<file path="config.mk">
export PLATFORM = sky130hd
export DESIGN_NAME = vga_sync_gen_flat
export DESIGN_NICKNAME = d
export VERILOG_FILES = /design/src/rtl/vga_sync_gen_if.sv /design/src/rtl/vga_sync_gen.sv /design/src/flat_wrapper.sv
export SDC_FILE = /design/constraint.sdc
export NUM_CORES = 1
export LEC_CHECK = 0
export ABC_AREA = 1
export ABC_CLOCK_PERIOD_IN_PS = 2200
export CAP_MARGIN = 25
export CORE_ASPECT_RATIO = 1.1
export CORE_MARGIN = 10
export CORE_UTILIZATION = 52
export DETAILED_ROUTE_END_ITERATION = 10
export PLACE_DENSITY = 0.8
export SETUP_SLACK_MARGIN = 0.2
export SYNTH_ARGS = -nofsm -noshare
export SYNTH_HDL_FRONTEND = slang
export SYNTH_SLANG_ARGS = --single-unit
</file>
<file path="constraint.sdc">
create_clock -name clk25 -period 2.2 [get_ports clk25]
set_input_delay 0.22 -clock clk25 [delete_from_list [all_inputs] [get_ports clk25]]
set_output_delay 0.22 -clock clk25 [all_outputs]
set_load 0.05 [all_outputs]
</file>
<file path="src/rtl/vga_sync_gen_if.sv">
// Display-side bundle of the VGA timing generator: sync strobes, visibility,
// pixel coordinates, frame-buffer address and line/frame start pulses.
interface vga_sync_gen_if;
    logic        hsync;
    logic        vsync;
    logic        video_on;
    logic [9:0]  pixel_x;
    logic [9:0]  pixel_y;
    logic [18:0] pixel_addr;
    logic        line_start;
    logic        frame_start;

    modport master (
        output hsync, vsync, video_on, pixel_x, pixel_y,
               pixel_addr, line_start, frame_start
    );

    modport slave (
        input  hsync, vsync, video_on, pixel_x, pixel_y,
               pixel_addr, line_start, frame_start
    );
endinterface

</file>
<file path="src/rtl/vga_sync_gen.sv">
// 640x480@60 Hz VGA timing generator on the 25 MHz pixel clock. Every output is
// registered from next-count decodes so all of them describe the same pixel.
module vga_sync_gen #(
    parameter int H_ACTIVE = 640,
    parameter int H_FP     = 16,
    parameter int H_SYNC   = 96,
    parameter int H_BP     = 48,
    parameter int V_ACTIVE = 480,
    parameter int V_FP     = 10,
    parameter int V_SYNC   = 2,
    parameter int V_BP     = 33,
    parameter bit SYNC_POL = 1'b0
) (
    input  logic           clk25,
    input  logic           rst,
    vga_sync_gen_if.master vga
);
    localparam int H_TOTAL = H_ACTIVE + H_FP + H_SYNC + H_BP;
    localparam int V_TOTAL = V_ACTIVE + V_FP + V_SYNC + V_BP;

    localparam logic [9:0] X_LAST   = 10'(H_TOTAL - 1);
    localparam logic [9:0] Y_LAST   = 10'(V_TOTAL - 1);
    localparam logic [9:0] X_ACT    = 10'(H_ACTIVE);
    localparam logic [9:0] Y_ACT    = 10'(V_ACTIVE);
    localparam logic [9:0] HS_FIRST = 10'(H_ACTIVE + H_FP);
    localparam logic [9:0] HS_LAST  = 10'(H_ACTIVE + H_FP + H_SYNC - 1);
    localparam logic [9:0] VS_FIRST = 10'(V_ACTIVE + V_FP);
    localparam logic [9:0] VS_LAST  = 10'(V_ACTIVE + V_FP + V_SYNC - 1);

    logic [9:0]  x_q, x_d;
    logic [9:0]  y_q, y_d;
    logic [18:0] addr_q, addr_d;
    logic        video_on_q, video_on_d;
    logic        hsync_q, hsync_d;
    logic        vsync_q, vsync_d;
    logic        line_start_q, line_start_d;
    logic        frame_start_q, frame_start_d;

    // Next pixel position plus decodes of that position, ready to be registered.
    always_comb begin
        x_d           = 10'd0;
        y_d           = y_q;
        addr_d        = addr_q;
        video_on_d    = 1'b0;
        hsync_d       = ~SYNC_POL;
        vsync_d       = ~SYNC_POL;
        line_start_d  = 1'b0;
        frame_start_d = 1'b0;

        if (x_q == X_LAST) begin
            x_d = 10'd0;
            if (y_q == Y_LAST) begin
                y_d = 10'd0;
            end else begin
                y_d = y_q + 10'd1;
            end
        end else begin
            x_d = x_q + 10'd1;
            y_d = y_q;
        end

        video_on_d    = (x_d < X_ACT) && (y_d < Y_ACT);
        line_start_d  = (x_d == 10'd0);
        frame_start_d = (x_d == 10'd0) && (y_d == 10'd0);

        if ((x_d >= HS_FIRST) && (x_d <= HS_LAST)) begin
            hsync_d = SYNC_POL;
        end else begin
            hsync_d = ~SYNC_POL;
        end

        // vsync covers whole lines, so it only depends on the line number
        if ((y_d >= VS_FIRST) && (y_d <= VS_LAST)) begin
            vsync_d = SYNC_POL;
        end else begin
            vsync_d = ~SYNC_POL;
        end

        // Address advances when leaving a visible pixel, so blanking shows the next one
        if (frame_start_d) begin
            addr_d = 19'd0;
        end else if (video_on_q) begin
            addr_d = addr_q + 19'd1;
        end else begin
            addr_d = addr_q;
        end
    end

    // State and output registers with synchronous reset.
    always_ff @(posedge clk25) begin
        if (rst) begin
            x_q           <= X_LAST;
            y_q           <= Y_LAST;
            addr_q        <= 19'd0;
            video_on_q    <= 1'b0;
            hsync_q       <= ~SYNC_POL;
            vsync_q       <= ~SYNC_POL;
            line_start_q  <= 1'b0;
            frame_start_q <= 1'b0;
        end else begin
            x_q           <= x_d;
            y_q           <= y_d;
            addr_q        <= addr_d;
            video_on_q    <= video_on_d;
            hsync_q       <= hsync_d;
            vsync_q       <= vsync_d;
            line_start_q  <= line_start_d;
            frame_start_q <= frame_start_d;
        end
    end

    assign vga.pixel_x     = x_q;
    assign vga.pixel_y     = y_q;
    assign vga.pixel_addr  = addr_q;
    assign vga.video_on    = video_on_q;
    assign vga.hsync       = hsync_q;
    assign vga.vsync       = vsync_q;
    assign vga.line_start  = line_start_q;
    assign vga.frame_start = frame_start_q;
endmodule

</file>
<file path="src/flat_wrapper.sv">
// flat-port wrapper written by rule: the top's interface ports become plain ports
module vga_sync_gen_flat 
#(
    parameter int H_ACTIVE = 640,
    parameter int H_FP     = 16,
    parameter int H_SYNC   = 96,
    parameter int H_BP     = 48,
    parameter int V_ACTIVE = 480,
    parameter int V_FP     = 10,
    parameter int V_SYNC   = 2,
    parameter int V_BP     = 33,
    parameter bit SYNC_POL = 1'b0
)
  (clk25, rst, vga_hsync, vga_vsync, vga_video_on, vga_pixel_x, vga_pixel_y, vga_pixel_addr, vga_line_start, vga_frame_start);
  vga_sync_gen_if vga_i ();
  input  logic clk25;
  input  logic rst;
  output wire logic [$bits(vga_i.hsync)-1:0] vga_hsync;
  output wire logic [$bits(vga_i.vsync)-1:0] vga_vsync;
  output wire logic [$bits(vga_i.video_on)-1:0] vga_video_on;
  output wire logic [$bits(vga_i.pixel_x)-1:0] vga_pixel_x;
  output wire logic [$bits(vga_i.pixel_y)-1:0] vga_pixel_y;
  output wire logic [$bits(vga_i.pixel_addr)-1:0] vga_pixel_addr;
  output wire logic [$bits(vga_i.line_start)-1:0] vga_line_start;
  output wire logic [$bits(vga_i.frame_start)-1:0] vga_frame_start;
  assign vga_hsync = vga_i.hsync;
  assign vga_vsync = vga_i.vsync;
  assign vga_video_on = vga_i.video_on;
  assign vga_pixel_x = vga_i.pixel_x;
  assign vga_pixel_y = vga_i.pixel_y;
  assign vga_pixel_addr = vga_i.pixel_addr;
  assign vga_line_start = vga_i.line_start;
  assign vga_frame_start = vga_i.frame_start;
  vga_sync_gen #(.H_ACTIVE(H_ACTIVE), .H_FP(H_FP), .H_SYNC(H_SYNC), .H_BP(H_BP), .V_ACTIVE(V_ACTIVE), .V_FP(V_FP), .V_SYNC(V_SYNC), .V_BP(V_BP), .SYNC_POL(SYNC_POL)) u_core (.clk25(clk25), .rst(rst), .vga(vga_i));
endmodule
</file>
==> flow_summary_export.csv, run 1 <==
group,metric,value,unit
detailed_routing,drc,0,
clock_network,clockRootBuffer,"clkbuf_8",
detailed_routing,first_pass_iters,4,
min_path,hold_class,"reg -> reg",
final_layout,fin_cells,463,
sta,skew,10.9,ps
grt,track_usage,15.2,%
placement,gp_congestion,0.958,
worst_setup_path,arrival,2140,ps
min_path,worstHoldStart,"u_core.vga.pixel_y[0]$_SDFF_PP0_",
power_and_ir_drop,power.switching,1700,uW
grt,antenna_found_initial,0,
logic_synthesis,synth_top_cell_by_area,"dfxtp_1",
clock_network,numCtsBuffers,5,
power_and_ir_drop,intPower,1950,uW
final_layout,n_antenna_cell,0,
sta,period_share,88.3,%
floorplan,die_height,90.8,um
worst_setup_path,r2r_setup_slack,260,ps
floorplan,start_util,54.5,%
logic_synthesis,synthTopCellsByArea,"dfxtp_1 (37%), nand2_1 (14%), nor2_1 (8.9%)",
power_and_ir_drop,pwr-share-seq,30.3,%
worst_setup_path,rr_startpoint,"u_core.vga.pixel_x[0]$_SDFF_PP1_",
worst_setup_path,worstSetupEndpointType,"flop",
final_layout,multiInputGateArea,0.00138,mm^2
logic_synthesis,syn_nets,355,
power_and_ir_drop,pwr_density_cell,1150,mW/mm^2
clock_network,cts_buffer_depth,2,
floorplan,dieArea,0.00766,mm^2
sta,slew_violations,0,
power_and_ir_drop,p_comb_share,51.7,%
placement,dp.cells,445,
logic_synthesis,synth_seq_area_share,37.2,%
grt,grt_start_max_net_pins,15,
worst_setup_path,critical_path_required,2400,ps
final_layout,ff_latch_area,915,um^2
grt,grt-ovfl-total,0,
power_and_ir_drop,swShare,46.5,%
detailed_routing,vias_per_cell,5.11,
detailed_routing,first_iter_violations,98,
sta,timing.fmax,515,MHz
detailed_routing,routedWlPerCell,12.9,um
grt,grt_pass1_vias,2174,
logic_synthesis,yosysWarnings,0,
final_layout,nFillCells,360,
power_and_ir_drop,irDropWorstVdd,0.987,mV
floorplan,io_pins,46,
worst_setup_path,path_max_fanout,8,
floorplan,dieWidth,84.4,um
power_and_ir_drop,clkPwrFrac,18.0,%
worst_setup_path,worstRegToRegCells,11,
clock_network,clk_latency,300,ps
logic_synthesis,ys_types,28,
worst_setup_path,crit_type,"reg -> reg",
detailed_routing,wirelength,5960,um
clock_network,ctsHoldBuffers,0,
clock_network,clkSlewWorstSetupHoldPaths,80,ps
placement,hpwl,4400,um
worst_setup_path,rr_endpoint,"u_core.vga.pixel_addr[16]$_SDFFE_PP0P_",
sta,slew_headroom,65.1,%
run_status,status,"finished clean",
clock_network,cts_htree_levels,2,
min_path,min_path_cells,2,
sta,setup_viol,0,
logic_synthesis,synthDominantCellAreaShare,37.2,%
clock_network,cts_tree,"done",
flow_run,cap_violations,0,
detailed_routing,vias,2368,
sta,rsz0062_at_grt,"yes",
clock_network,clock_sinks,44,
logic_synthesis,syn_area_per_cell,6.81,um^2
min_path,hold_end,"u_core.vga.pixel_y[0]$_SDFF_PP0_",
sta,worstMarginPinSlew,521,ps
logic_synthesis,ys_ff_latch,44,
logic_synthesis,netlist_area,0.00237,mm^2
floorplan,rows,25,
sta,finalHoldViolCount,0,
detailed_routing,ant_nets,0,
placement,io_buffers,45,
sta,post-route-min-period,1940,ps
power_and_ir_drop,p_leak,0.00138,uW
final_layout,fin_nets,415,
logic_synthesis,syn_inst,348,
floorplan,core,0.00435,mm^2
sta,tns,0,ps
final_layout,drive_gt1_share,18.1,%
final_layout,syn_to_final_growth,34.2,%
grt,grt_pass1_wl,9820,um
worst_setup_path,crit_path_start_kind,"flop",
worst max-delay path, stage by stage, from the launching register on:
cell and delay, ps:
dfxtp_4 370, ha_4 140, nand2_4 70, nor2_8 170, buf_4 150, a21oi_1 50
o21ai_0 190, nand3_1 150, nor2_2 180, nand3_4 170, nand2_4 150, nor2_2 50
cells by family after synthesis:
| logic type | synth area share, % |
|---|---|
| simple gates | 41.0 |
| fa+ha+maj | 2.64 |
| buf+inv | 8.76 |
| flops | 37.2 |
| compound gates | 3.75 |
| mux | 0.422 |
| xor+xnor | 6.28 |
layer usage:
metal | vias to the layer above | part of all wire (%) | GRT usage (%)
met5 | - | 0 | 0
met4 | 0 | 2.0 | 5.77
met3 | 11 | 7.5 | 5.51
met2 | 89 | 51 | 25.6
met1 | 1053 | 40 | 17.1
li1 | 1215 | - | -
worst max-delay path by stage:
stage,from,end,slack (ps),cells after the start
global placement,u_core.vga.pixel_x[0]$_SDFF_PP1_,u_core.vga.pixel_addr[6]$_SDFFE_PP0P_,170,14
CTS,u_core.vga.pixel_x[0]$_SDFF_PP1_,u_core.vga.pixel_addr[14]$_SDFFE_PP0P_,210,12
detailed placement,u_core.vga.pixel_x[0]$_SDFF_PP1_,u_core.vga.pixel_addr[5]$_SDFFE_PP0P_,120,14
finish,u_core.vga.pixel_x[0]$_SDFF_PP1_,u_core.vga.pixel_addr[16]$_SDFFE_PP0P_,260,11
global route,u_core.vga.pixel_x[0]$_SDFF_PP1_,u_core.vga.pixel_addr[14]$_SDFFE_PP0P_,80,14
floorplan,u_core.vga.pixel_x[0]$_SDFF_PP1_,u_core.vga.pixel_addr[12]$_SDFFE_PP0P_,220,15
layout by cell type, fill, tap and decap left out, drive strengths merged, types with 2 or more instances in the layout:
cell type,synthesis,routed
nor3,6,6
xnor2,6,6
dfxtp,44,44
o21ai,8,8
a21oi,5,5
inv,46,46
nand4,10,10
clkdlybuf4s50,0,45
nand3,34,34
nand2,92,94
xor2,11,11
buf,2,10
clkbuf,2,6
ha,5,5
o21bai,2,2
nor2,71,71
per-stage QoR:
| step | util [%] | setup WS (ps) | hold slack, ps | cell area (um^2) | total power [uW] |
|---|---|---|---|---|---|
| floorplan | - | 218 | 304 | 2410 | 2350 |
| global placement | 67.1 | 166 | 491 | 2920 | 2770 |
| detailed placement | 67.1 | 119 | 505 | 2920 | 2790 |
| CTS | 71.5 | 214 | 524 | 3110 | 3530 |
| global route | 73.1 | 82.3 | 574 | 3180 | 3890 |
| finish | 73.1 | 257 | 527 | 3180 | 3650 |
what timing repair did:
action                                  CTS  global route
setup buffers                             4             4
gates resized for setup                   5            15
pin swaps                                 5            10
cloned                                    2             0
endpoints found under the setup margin   19            20
cell usage after synthesis:
cell type	n
a21oi_1	5
a31o_2	1
and2_1	1
buf_12	1
buf_2	1
clkbuf_1	2
dfxtp_1	44
ha_1	5
inv_1	45
inv_4	1
mux2i_1	1
nand2_1	89
nand2_2	2
nand2_4	1
nand3_1	33
nand3_2	1
nand3b_2	1
nand4_1	10
nor2_1	56
nor2_2	12
nor2_4	2
nor2_8	1
nor3_1	6
o21ai_0	5
o21ai_1	3
o21bai_1	2
xnor2_1	6
xor2_1	11
cell type report:
class,count,area share (%)
Multi-Input combinational cell,256,43.3
Sequential cell,44,28.8
Timing Repair Buffer,55,16.5
Inverter,46,5.51
Clock buffer,6,2.60
Tap cell,54,2.13
Clock inverter,2,1.22
power groups by stage:
stage          Clock (uW)  Sequential, uW  Combinational [uW]
6_report              658            1100                1880
2_1_floorplan           0            1480                 864
4_1_cts               672            1100                1760
3_3_place_gp            0            1120                1650
3_5_place_dp            0            1120                1670
5_1_grt               709            1130                2060
flip-flops by register name (all words and copies together), names as in the netlist:
signal	flops
u_core.vga.line_start	1
u_core.vga.frame_start	1
u_core.vga.vsync	1
u_core.vga.pixel_y	10
u_core.vga.video_on	1
u_core.vga.pixel_addr	19
u_core.vga.pixel_x	10
u_core.vga.hsync	1
(Power assumes the default switching activity.)
==> run 2: changes to the inputs <==
- CORE_UTILIZATION: 52 -> 45
- MAX_ROUTING_LAYER: default -> met4
- PLACE_DENSITY: 0.8 -> 0.71
==> run 2 against run 1 <==
  * Critical endpoint is now u_core.vga.pixel_addr[8]$_SDFFE_PP0P_
  * Clock skew is 3.6 ps lower
  * Register-to-register slack got worse by 70 ps
  * Critical path depth grew 3
  * Critical path type unchanged
==> flow_summary_export.csv, run 2 (synthesized netlist as in run 1, its figures left out) <==
group,metric,value,unit
placement,gp_congestion,0.985,
grt,grt_pass1_vias,2240,
clock_network,cts_htree_levels,2,
floorplan,dieWidth,89.2,um
floorplan,die_height,96.1,um
clock_network,cts_buffer_depth,2,
final_layout,drive_gt1_share,19.7,%
worst_setup_path,r2r_setup_slack,180,ps
clock_network,clock_sinks,44,
worst_setup_path,critical_path_required,2400,ps
final_layout,final_util,64.2,%
placement,io_buffers,45,
sta,timing.fmax,496,MHz
placement,hpwl,4440,um
grt,antenna_found_initial,0,
floorplan,dieArea,0.00857,mm^2
grt,grt_pass1_wl,10200,um
detailed_routing,first_pass_iters,4,
worst_setup_path,rr_startpoint,"u_core.vga.pixel_x[1]$_SDFF_PP1_",
final_layout,layout_common_cells,"nand2_1 (86), nor2_1 (48), clkdlybuf4s50_1 (45), inv_1 (44), nand3_1 (33)",
grt,grt_start_max_net_pins,14,
grt,grt-ovfl-total,0,
sta,slew_violations,0,
clock_network,clkSlewWorstSetupHoldPaths,80,ps
floorplan,rows,27,
worst_setup_path,cp_slowest_stage_delay,380,ps
final_layout,syn_to_final_growth,37.3,%
worst_setup_path,crit_type,"reg -> reg",
detailed_routing,first_iter_violations,95,
final_layout,fin_nets,423,
power_and_ir_drop,pwr_density_cell,1140,mW/mm^2
worst_setup_path,crit_slowest_cell,"dfxtp_4",
clock_network,numCtsBuffers,5,
worst_setup_path,path_buf_inv,1,
clock_network,cts_tree,"done",
detailed_routing,vias,2360,
final_layout,n_antenna_cell,0,
sta,worstMarginPinSlew,515,ps
min_path,hold_class,"reg -> reg",
sta,skew,7.37,ps
worst_setup_path,cp-startpoint,"u_core.vga.pixel_x[1]$_SDFF_PP1_",
clock_network,ctsHoldBuffers,0,
sta,finalHoldViolCount,0,
sta,setup_viol,0,
worst_setup_path,cp_cell_sequence,"ha_4 > nand2_4 > nor2_8 > inv_4 > nor2_4 > nand2_1 > nand2_1 > nand2_2 > nor2_2 > nand2_1 > nor2_2 > nand3_4 > nand2_4 > nor2_2",
detailed_routing,vias_per_cell,4.97,
flow_run,cap_violations,0,
detailed_routing,wirelength,6220,um
floorplan,io_pins,46,
clock_network,clk_latency,300,ps
sta,period_share,91.6,%
sta,tns,0,ps
clock_network,clockRootBuffer,"clkbuf_8",
grt,track_usage,15.4,%
min_path,worstHoldStart,"u_core.vga.pixel_y[0]$_SDFF_PP0_",
final_layout,layout_commonest_cell,"nand2_1",
floorplan,start_util,46.8,%
worst_setup_path,path_delay_family,"simple AND/OR/NAND/NOR gates",
run_status,status,"finished clean",
detailed_routing,ant_nets,0,
sta,post-route-min-period,2020,ps
worst_setup_path,crit_path_start_kind,"flop",
power_and_ir_drop,p_leak,0.00142,uW
power_and_ir_drop,irDropWorstVdd,0.860,mV
floorplan,core,0.00507,mm^2
final_layout,largest_reg_flops,19,
worst_setup_path,worstSetupEndpointType,"flop",
detailed_routing,drc,0,
worst_setup_path,arrival,2210,ps
worst_setup_path,path_max_fanout,6,
detailed_routing,routedWlPerCell,13.1,um
sta,slew_headroom,65.6,%
sta,rsz0062_at_grt,"yes",
==> run 2: what timing repair did <==
| item | CTS | global route |
|---|---|---|
| gates cloned | 2 | 1 |
| endpoints found under the hold margin | 0 | 0 |
| resized for setup | 8 | 12 |
| endpoints found under the setup margin | 19 | 21 |
| pin swaps | 14 | 16 |
| setup buffers | 9 | 5 |
==> run 2: stage by stage <==
stage	total power [uW]	hold WS, ps	setup slack [ps]	cell area (um^2)	cells
floorplan	2350	304	218	2410	348
detailed placement	2790	501	97.8	2930	450
global route	3960	556	42.4	3250	475
finish	3710	539	185	3250	475
global placement	2790	494	162	2930	450
CTS	3660	535	206	3170	469
==> run 2: layout make-up <==
type                            count  area (um^2)
Clock buffer                        7         96.3
Clock inverter                      1         30.0
Fill cell                         453         1810
Inverter                           46          175
Multi-Input combinational cell    257         1390
Sequential cell                    44          913
Tap cell                           58         72.6
Timing Repair Buffer               62          578
==> run 2: tightest hold or removal path: cells and delay by family (launching register included) <==
family / cells / cell delay [ps]
AOI/OAI and AO/OA: 1 / 60
and+or+nand+nor: 1 / 80
DFF: 1 / 350
==> run 2: report_power, final <==
part | total, uW | switching, uW | internal [uW] | leakage [uW]
Sequential | 1110 | 167 | 939 | 0.000360
Combinational | 1920 | 1240 | 683 | 0.000994
Clock | 681 | 280 | 401 | 0.0000645
==> run 2: per-layer routing <==
layer / up-vias / global-route usage (%) / part of all wire (%) / routed length (um)
li1: 1231 / - / - / -
met1: 1056 / 17.1 / 43 / 2700
met4: 0 / 6.37 / 1.7 / 108
met3: 11 / 3.47 / 5.5 / 339
met5: - / - / 0 / 0
met2: 62 / 26.0 / 49 / 3070
==> run 2: final timing paths <==
check | cells after the start | end
hold / removal | 2 | u_core.vga.pixel_y[0]$_SDFF_PP0_
setup reg to reg | 14 | u_core.vga.pixel_addr[8]$_SDFFE_PP0P_
setup / recovery | 14 | u_core.vga.pixel_addr[8]$_SDFFE_PP0P_
hold reg to reg | 2 | u_core.vga.pixel_y[0]$_SDFF_PP0_
